## config.mk

```make
export PLATFORM = sky130hd
export DESIGN_NAME = neokeon_round_ctrl
export DESIGN_NICKNAME = d
export VERILOG_FILES = /design/src/rtl/neokeon_round_ctrl.sv
export SDC_FILE = /design/constraint.sdc
export NUM_CORES = 1
export LEC_CHECK = 0
export CORE_AREA = 2 2 56 58
export DETAILED_ROUTE_END_ITERATION = 12
export DIE_AREA = 0 0 58 60
export PLACE_DENSITY = 0.82
export SLEW_MARGIN = 25
export SYNTH_ARGS = -nofsm -noshare
export SYNTH_HDL_FRONTEND = slang
export SYNTH_SLANG_ARGS = --single-unit
```

## constraint.sdc

```tcl
create_clock -name inClk -period 1.5 [get_ports inClk]
set_clock_uncertainty 0.05 [all_clocks]
set_input_delay 0.225 -clock inClk [delete_from_list [all_inputs] [get_ports inClk]]
set_output_delay 0.225 -clock inClk [all_outputs]
set_load 0.02 [all_outputs]
```

## src/rtl/neokeon_round_ctrl.sv

```systemverilog
// neokeon_round_ctrl
// Round sequencer for the Neokeon-128 core. Walks the round datapath through
// 16 rounds plus the final output step, for encryption or decryption, and
// produces the per-round constant pair (constant1/constant2) in the form the
// round-constant function consumes.
//
// Ports:
//   inClk       clock, rising edge
//   inRst       asynchronous reset, active-high
//   inStart     start request, sampled only in IDLE
//   inDecrypt   0 = encrypt, 1 = decrypt; latched together with inStart
//   inHold      datapath stall; freezes state, round counter and constant
//   inAbort     (only with NEOKEON_ABORT_EN) drop the operation, back to IDLE
//   outBusy     high in every state except IDLE
//   outKeyPrep  decrypt only: apply Theta with the null vector to the key
//   outRoundEn  apply one round using outConst1/outConst2
//   outFinal    apply the final step
//   outDone     one-cycle pulse, result valid
//   outRound    current round index 0..16
//   outConst1   constant1 for the round datapath
//   outConst2   constant2 for the round datapath
//
// Handshake: inStart is a request sampled only while outBusy is low; it is
// never queued. The enables are levels; while inHold is high they remain
// asserted and the datapath must qualify them with its own hold.
//
// Optional feature macro: NEOKEON_ABORT_EN (adds the inAbort port).
// All outputs are decoded from registered state only.

module neokeon_round_ctrl #(
  parameter logic [7:0] RC_ENC_INIT = 8'h80,
  parameter logic [7:0] RC_DEC_INIT = 8'hD4
) (
  input  logic       inClk,
  input  logic       inRst,
  input  logic       inStart,
  input  logic       inDecrypt,
  input  logic       inHold,
`ifdef NEOKEON_ABORT_EN
  input  logic       inAbort,
`endif
  output logic       outBusy,
  output logic       outKeyPrep,
  output logic       outRoundEn,
  output logic       outFinal,
  output logic       outDone,
  output logic [4:0] outRound,
  output logic [7:0] outConst1,
  output logic [7:0] outConst2
);

  // Fixed by the cipher; kept local so it cannot be overridden.
  localparam int ROUNDS = 16;
  localparam logic [4:0] LAST_ROUND = 5'(ROUNDS - 1);

  typedef enum logic [2:0] {
    S_IDLE    = 3'd0,
    S_KEYPREP = 3'd1,
    S_ROUND   = 3'd2,
    S_FINAL   = 3'd3,
    S_DONE    = 3'd4
  } state_t;

  state_t     state;
  logic [4:0] roundCnt;
  logic [7:0] rcReg;
  logic       decMode;
  logic       abortReq;

`ifdef NEOKEON_ABORT_EN
  assign abortReq = inAbort;
`else
  assign abortReq = 1'b0;
`endif

  // Forward constant step: multiply by x in GF(2^8) mod x^8+x^4+x^3+x+1.
  function automatic logic [7:0] rcFwd(input logic [7:0] rc);
    return {rc[6:0], 1'b0} ^ (rc[7] ? 8'h1B : 8'h00);
  endfunction

  // Inverse step: divide by x; 8'h8D is the reduction polynomial shifted right.
  function automatic logic [7:0] rcInv(input logic [7:0] rc);
    return rc[0] ? ({1'b0, rc[7:1]} ^ 8'h8D) : {1'b0, rc[7:1]};
  endfunction

  always_ff @(posedge inClk or posedge inRst) begin
    if (inRst) begin
      state    <= S_IDLE;
      roundCnt <= 5'd0;
      rcReg    <= 8'h00;
      decMode  <= 1'b0;
    end else if (abortReq && (state != S_IDLE)) begin
      // Abort outranks hold and skips DONE, so no result pulse is produced.
      state    <= S_IDLE;
      roundCnt <= 5'd0;
      rcReg    <= 8'h00;
    end else begin
      case (state)
        S_IDLE: begin
          if (inStart) begin
            decMode  <= inDecrypt;
            rcReg    <= inDecrypt ? RC_DEC_INIT : RC_ENC_INIT;
            roundCnt <= 5'd0;
            state    <= inDecrypt ? S_KEYPREP : S_ROUND;
          end
        end
        S_KEYPREP: begin
          if (!inHold) state <= S_ROUND;
        end
        S_ROUND: begin
          if (!inHold) begin
            // The register also steps after the last round, so in FINAL it
            // already holds the output-step constant.
            rcReg    <= decMode ? rcInv(rcReg) : rcFwd(rcReg);
            roundCnt <= roundCnt + 5'd1;
            if (roundCnt == LAST_ROUND) state <= S_FINAL;
          end
        end
        S_FINAL: begin
          if (!inHold) state <= S_DONE;
        end
        S_DONE: begin
          // Hold is deliberately ignored here so the pulse is never stretched.
          state    <= S_IDLE;
          roundCnt <= 5'd0;
        end
        default: begin
          state    <= S_IDLE;
          roundCnt <= 5'd0;
        end
      endcase
    end
  end

  assign outBusy    = (state != S_IDLE);
  assign outKeyPrep = (state == S_KEYPREP);
  assign outRoundEn = (state == S_ROUND);
  assign outFinal   = (state == S_FINAL);
  assign outDone    = (state == S_DONE);
  assign outRound   = roundCnt;

  // Encrypt drives constant1, decrypt drives constant2; FINAL always uses
  // constant1 with constant2 zero.
  assign outConst1 = ((state == S_ROUND) && !decMode) ? rcReg :
                     (state == S_FINAL)               ? rcReg : 8'h00;
  assign outConst2 = ((state == S_ROUND) && decMode)  ? rcReg : 8'h00;

endmodule

```

* Word level (Yosys, flattened, before mapping)
Cells that the tools add are included.
** Word-level totals
- Register bits after elaboration :: 17
- Bits of input ports :: 5
- Word-level logic and storage cells :: 49
** Cells by class
- $add $sub $neg :: 1
- Equal/unequal tests :: 10
- Mux-type cells :: 20
- Bitwise operators :: 3
- Reductions and logical operators :: 11
** Operators with widths (number)
- $mux 8 :: 7
- $pmux 8 s2 :: 1
- $mux 3 :: 5
- $mux 5 :: 3
- $pmux 5 s3 :: 1
- $pmux 3 s4 :: 1
- $ne 2x2->1 const B :: 4
- $xor 8x5->8 :: 1
- $mux 7 :: 1
- $eq 3x2->1 const B :: 2
- $reduce_and 3->1 :: 2
- $add 5x1->5 const B :: 1
- $eq 5x4->1 const B :: 1
- $reduce_and 5->1 :: 1
- $not 3->4 :: 1
- $eq 3x1->1 const B :: 1
- $eq 3x3->1 const B :: 1
- $logic_not 3->1 :: 1
- $reduce_bool 3->1 :: 1
- $logic_and 1x1->1 :: 2
- $mux 2 :: 1
- $ne 2x1->1 const B :: 1
- $reduce_and 2->1 :: 1
- $reduce_bool 2->1 :: 1
- 3 further kinds :: 3

* Longest topological paths before layout
Gate-level depths: netlist (run 1).
- Depth in word-level cells :: 5
- Mapped depth :: 7

* Least setup slack after synthesis (run 1)
No wires, ideal clock.
- Path kind :: register -> output
- Start :: register state[0]
- End :: output port outConst2[0]
- Arrival time :: 1.425 ns
- Slack :: -0.200 ns
- Cell stages (with the launch flop) :: 7
- Path buffers :: 3
- Path through :: dfrtp_1 -> buf_6 -> or3b_1 -> buf_4 -> clkinv_2 -> buf_6 -> and3_1
** On the way
- Longest elaborated chain between the ends :: 3
** Ends and longest elaborated chain
- start, declared :: line 64 : state_t state;
- start signal, assigned :: line 104 : state <= inDecrypt ? S_KEYPREP : S_ROUND;
- $eq 3x2->1
- named net outRoundEn :: line 44 : output logic outRoundEn,
- $logic_and 1x1->1 :: line 146 : assign outConst2 = ((state == S_ROUND) && decMode) ? rcReg : 8'h00;
- $mux 8 :: line 146
- end, declared :: line 49 : output logic [7:0] outConst2
The timed path passes the listed nets, and every way through them passes these cells.

* Final worst setup path (run 1)
- Start :: register state[2]
- End :: output port outConst2[5]
** On the way
- Longest elaborated chain between the ends :: 3
** Ends and longest elaborated chain (line)
- $eq 3x2->1 :: 146
- $logic_and 1x1->1 :: 146
- $mux 8 :: 146
No other way between the ends.

==> results.py, run 1 <==
metrics = {
    "cells_and_area": {
        "final_util_pct": 78.1,
        "nets": 214,
        "final_layout_size_suffix_gt1_share_pct": 62.1,
        "fill_cells": 184,
        "insertedDiodeCount": 0,
        "syn_to_final_growth_pct": 93.1,
    },
    "power_and_ir_drop": {
        "pwr-share-seq_pct": 15.7,
        "p_per_area_mw_per_mm2": 2430,
        "intPower_mw": 3.04,
        "p_leak_nw": 1.00,
        "clkPwrFrac_pct": 4.7,
        "swShare_pct": 44.7,
        "combPwrFrac_pct": 79.7,
        "irDropWorstVdd_uv": 2160,
        "switchingPower_mw": 2.46,
        "fin_total_pwr_mw": 5.50,
    },
    "worst_setup_path": {
        "start_kind": "flop",
        "crit_type": "flop to output port",
        "cp.required_ps": 1220,
        "slowest_stage": "or3b_4",
        "cp_cell_sequence": "or3b_4, clkinv_4, and3_4, buf_6",
        "cp_max_fo": 5,
        "arrival_ps": 1540,
        "end_kind": "output port",
        "cpPeakStageDelay_ps": 450,
    },
    "yosys": {
        "synthFlopType": "dfrtp_1",
        "synth_warnings": 0,
        "synth_area_leaders": "dfrtp_1 (36%), and2_1 (5.3%), a21oi_1 (4.3%)",
        "synth_fa_ha_area_share_pct": 2.13,
        "syn_inst": 134,
        "async_flop_share_pct": 100,
        "synth_top_family_by_area": "simple AND/OR/NAND/NOR gates",
        "syn_area_mm2": 0.00117,
        "ys_seq_elements": 17,
        "synth-xor-area-share_pct": 4.48,
        "synth_compound_area_share_pct": 15.1,
        "synth_area_per_cell_um2": 8.76,
        "synth_edf_count": 0,
        "seq_area_frac_synth_pct": 36.2,
        "synth-simple-area-share_pct": 32.2,
        "yosysTopAreaCellShare_pct": 36.2,
        "ys_types": 45,
        "yosys.area.top_type": "dfrtp_1",
        "synth_mux_area_share_pct": 2.67,
        "synth_fp_nets": 141,
    },
    "timing": {
        "setup_violations": 31,
        "fin_ws_ps": -318,
        "slew_headroom_pct": 76.6,
        "maxSlewViolCount": 0,
        "period_share_pct": 121,
        "hold_violations": 0,
        "grt_setup_unrepaired": "yes",
        "fin_crit_ps": 1820,
        "worstMarginPinSlew_ps": 346,
        "fmax_mhz": 550,
    },
    "detailed_routing": {
        "vias": 1336,
        "routedWlPerCell_um": 17.9,
        "first_pass_iters": 4,
        "drc": 0,
        "routed_via_density": 5.59,
        "wirelength_um": 4270,
        "drtIter0Drc": 42,
        "ant_nets": 0,
    },
    "status": {
        "status": "complete, but fails checks",
        "failed_checks": "negative setup slack",
    },
    "clock_network": {
        "path_clk_slew_ps": 110,
        "cts_sinks": 17,
        "clock-root-buffer": "clkbuf_4",
        "htreeDepth": 1,
        "numCtsBuffers": 3,
        "worstSkewPairLatency_ps": 290,
        "clock_path_buffers": 2,
        "cts_tree": "yes",
        "postCtsHoldBufs": 0,
    },
    "die": {
        "fp.dieH_um": 60,
        "die_x_um": 58,
        "core_area_mm2": 0.00290,
        "rows": 20,
        "dieArea_mm2": 0.00348,
        "pin_count": 31,
        "start_util_pct": 40.4,
    },
    "global_route": {
        "grt_pass1_vias": 1315,
        "grt_first_pass_wirelength_um": 5950,
        "grt.total_usage_pct": 22.2,
        "globalRouteOverflowTotal": 0,
        "antenna_found_initial": 0,
        "grt_max_degree": 19,
    },
    "min_path": {
        "hold_path.class": "input port to asynchronous set/reset pin",
    },
    "flow_run": {
        "cap_violations": 0,
    },
    "place": {
        "routabilityCongestion": 0.838,
        "dp_hpwl_um": 2330,
        "numPortBuffers": 30,
    },
}
## area by class of cell
class	instances	area [um2]	share of cell area [%]
Multi-Input combinational cell	101	957	42.2
Timing Repair Buffer	77	772	34.1
Sequential cell	17	428	18.9
Tap cell	33	41.3	1.82
Inverter	6	32.5	1.44
Clock buffer	4	26.3	1.16
Timing Repair inverter	1	8.76	0.387
## state kept, by name, summed over array words and instances, names as in the netlist
| register | cells |
|---|---|
| decMode | 1 |
| outRound | 5 |
| state | 3 |
| rcReg | 8 |
## placed cells by master, fill, tap and decap left out, types with 3 or more instances in the layout
cell | Yosys | layout
buf_6 | 2 | 36
buf_4 | 2 | 29
dfrtp_1 | 17 | 15
and3_4 | 1 | 9
and2_4 | 0 | 9
nor2_1 | 11 | 8
a21oi_1 | 10 | 6
nand2_2 | 0 | 4
nand2b_1 | 5 | 4
inv_1 | 4 | 4
nand3b_1 | 4 | 4
clkdlybuf4s50_1 | 0 | 4
xor2_1 | 3 | 3
nand3_1 | 3 | 3
nor2_4 | 0 | 3
o21ai_4 | 0 | 3
xnor2_1 | 3 | 3
o21ai_2 | 2 | 3
clkbuf_4 | 0 | 3
dlygate4sd2_1 | 0 | 3
## stage by stage
stage | cells | instance area [um2] | hold WS [ps] | TNS (ps) | setup WS (ps)
after CTS | 231 | 2010 | 204 | -5170 | -292
after floorplan | 134 | 1240 | 101 | -1030 | -138
after detailed placement | 217 | 1730 | 480 | -10520 | -469
final | 239 | 2270 | 197 | -6130 | -318
after global placement | 217 | 1730 | 457 | -9500 | -445
after global routing | 239 | 2270 | 218 | -7680 | -359
## metal layers
metal / GRT usage, % / wire (um) / up-vias
li1: - / - / 619
met1: 23.3 / 1620 / 652
met2: 44.6 / 2340 / 53
met3: 3.25 / 176 / 12
met4: 7.31 / 136 / 0
met5: 0 / 0 / -
## critical path, delay by kind of cell, from the launching register on
family,cells,cell delay [ps]
and+or+nand+nor,2,640
DFF,1,410
buffers and inverters,2,190
## power groups by stage
stage	sequential, mW	clock [mW]	combinational (mW)
after detailed placement	0.828	0	2.93
after global routing	0.887	0.278	4.62
after global placement	0.817	0	2.84
after CTS	0.840	0.248	3.56
final	0.861	0.257	4.38
after floorplan	0.906	0	1.69
## cell usage after synthesis (2+ instances only)
cell type	instances
nor4b_1	2
and3_1	8
nor3_1	4
buf_4	2
clkbuf_1	5
buf_6	2
nand3b_1	4
and2_1	10
mux2i_1	2
xor2_1	3
ha_1	2
nand3_1	3
inv_1	4
dfrtp_1	17
nand2_1	5
xnor2_1	3
nor2_1	11
or4_1	2
o21ai_2	2
o21ai_1	3
nand2b_1	5
a21oi_1	10
nor3b_1	2
o21ai_0	2
## worst paths after layout
path                            startpoint            to  slack, ps  cells past startpoint
min in group inClk                rcReg[5]      rcReg[5]        530                      2
worst min register to register    rcReg[5]      rcReg[5]        530                      2
worst max-delay path              state[2]  outConst2[5]       -320                      4
worst min-delay path                 inRst   outRound[3]        200                      3
worst max register to register    state[2]       decMode       -240                      6
max in group asynchronous            inRst   outRound[0]       1000                      3
## logic make-up after synthesis
group | count (synthesis)
buffers and inverters | 16
DFF | 17
muxes | 3
AOI/OAI and AO/OA | 27
and+or+nand+nor | 63
xor gates and xnor gates | 6
adders and majority gates | 2
## timing repair
action,in CTS,in global routing
gates cloned,2,0
endpoints found under the setup margin,39,39
pin swaps,15,17
buffers inserted,8,9
resized for setup,165,46
No activity file was read; power rests on OpenSTA's default activity.
==> inputs of run 2 (changes only) <==
GPL_TIMING_DRIVEN = 0   (was not set)
MAX_ROUTING_LAYER = met4   (was not set)
TNS_END_PERCENT = 20   (was not set)
==> results.py, run 2 (same netlist as run 1, synthesis figures left out) <==
metrics = {
    "detailed_routing": {
        "ant_nets": 0,
        "vias": 1175,
        "wirelength_um": 3160,
        "drtIter0Drc": 22,
        "routed_via_density": 5.54,
        "first_pass_iters": 4,
        "routedWlPerCell_um": 14.9,
        "drc": 0,
    },
    "clock_network": {
        "numCtsBuffers": 3,
        "clock-root-buffer": "clkbuf_4",
        "path_clk_slew_ps": 90,
        "worstSkewPairLatency_ps": 280,
        "cts_sinks": 17,
        "postCtsHoldBufs": 0,
        "clock_path_buffers": 2,
        "cts_tree": "yes",
        "htreeDepth": 1,
    },
    "die": {
        "pin_count": 31,
        "start_util_pct": 40.4,
        "dieArea_mm2": 0.00348,
        "core_area_mm2": 0.00290,
        "fp.dieH_um": 60,
        "rows": 20,
        "die_x_um": 58,
    },
    "cells_and_area": {
        "final_area_mm2": 0.00179,
        "fill_cells": 272,
        "nets": 187,
        "syn_to_final_growth_pct": 52.1,
        "layout.area.seq_um2": 427,
        "layout_commonest_cell": "buf_6",
        "multi_input_area_um2": 779,
        "final_util_pct": 61.5,
        "final_layout_size_suffix_gt1_share_pct": 41.9,
        "stdcell_count": 212,
        "top_register": "rcReg",
        "insertedDiodeCount": 0,
        "final_cell_mix": "buf_6 (19), dfrtp_1 (16), buf_4 (13)",
        "largest_reg_flops": 8,
    },
    "power_and_ir_drop": {
        "switchingPower_mw": 1.97,
        "fin_total_pwr_mw": 4.29,
        "pwr-share-seq_pct": 20.7,
        "clkPwrFrac_pct": 5.6,
        "combPwrFrac_pct": 73.7,
        "intPower_mw": 2.32,
        "p_per_area_mw_per_mm2": 2400,
        "swShare_pct": 46.0,
        "irDropWorstVdd_uv": 1570,
        "p_leak_nw": 0.793,
    },
    "timing": {
        "period_share_pct": 132,
        "fmax_mhz": 507,
        "setup_violations": 34,
        "hold_violations": 0,
        "fin_ws_ps": -473,
        "timing.hold.ws_ps": 267,
        "maxSlewViolCount": 0,
        "worstMarginPinSlew_ps": 636,
        "slew_headroom_pct": 57.5,
        "grt_setup_unrepaired": "yes",
        "tns_ps": -8440,
        "fin_crit_ps": 1970,
    },
    "place": {
        "dp.cells": 197,
        "dp_hpwl_um": 2130,
        "routabilityCongestion": 0.851,
        "post_dp_cell_area_mm2": 0.00156,
        "dp_slack_ps": -728,
        "numPortBuffers": 30,
    },
    "global_route": {
        "grt_max_degree": 18,
        "grt.total_usage_pct": 19.5,
        "grt_first_pass_wirelength_um": 5000,
        "globalRouteOverflowTotal": 0,
        "grt_pass1_vias": 1146,
        "antenna_found_initial": 0,
    },
    "status": {
        "status": "complete, but fails checks",
        "failed_checks": "negative setup slack",
    },
    "worst_setup_path": {
        "end_kind": "output port",
        "start_kind": "flop",
        "cp_max_fo": 7,
        "cp.required_ps": 1220,
        "arrival_ps": 1700,
        "crit_type": "flop to output port",
    },
    "flow_run": {
        "cap_violations": 0,
    },
    "min_path": {
        "hold_path.class": "input port to asynchronous set/reset pin",
    },
}
run 2: cell types whose count changed in the layout (fill, tap and decap cells not counted), sizes merged:
cell,before,now
buf,67,36
clkbuf,4,10
dlygate4sd2,3,6
clkdlybuf4s15,2,0
bufbuf,1,0
clkdlybuf4s50,4,3
clkinv,2,1
run 2: repair_timing:
item | in CTS | in global routing
cloned | 0 | 1
hold endpoints to repair | 0 | 0
setup buffers | 5 | 6
setup endpoints to repair | 35 | 32
gates resized for setup | 149 | 11
pin swaps | 14 | 3
run 2: final cells by class:
type,instances,share of cell area [%]
tap,33,2.31
multi-input combinational,101,43.7
buffer,9,4.34
clock buffer,4,1.47
inverter,6,1.68
sequential,17,23.9
timing repair buffer,42,22.6
run 2: per-layer routing:
metal  up-vias  part of all wire, %  track usage [%]
li1        567                    -                -
met1       561                   40             21.0
met2        37                   51             35.2
met3        10                  5.0             2.60
met4         0                  3.6             9.30
met5         -                    0                -
run 2: power by group through the flow:
stage / logic [mW] / registers [mW] / clock network, mW
global route: 3.38 / 0.919 / 0.272
finish: 3.16 / 0.888 / 0.240
floorplan: 1.67 / 0.889 / 0
global placement: 2.46 / 0.873 / 0
CTS: 2.88 / 0.876 / 0.248
detailed placement: 2.54 / 0.886 / 0
run 2: worst paths after layout:
kind | start | depth (start not counted) | slack (ps) | end
max | state[2] | 5 | -470 | outConst2[2]
min | inRst | 2 | 270 | decMode
max reg2reg | state[1] | 6 | -250 | rcReg[0]
min reg2reg | outRound[4] | 2 | 510 | outRound[4]
max in group asynchronous | inRst | 2 | 690 | state[2]
min in group inClk | inHold | 3 | 450 | state[1]
run 2: worst max-delay path, cell delays in order (launching register included):
cell and delay, ps:
dfrtp_2 470, or3b_4 440, clkinv_4 80, clkbuf_16 130, and3_4 180, buf_6 110
==> inputs of run 3 (changes only) <==
CAP_MARGIN = 0   (was not set)
==> results of run 3 <==
Final layout, timing and power as in run 2 (identical DEF).
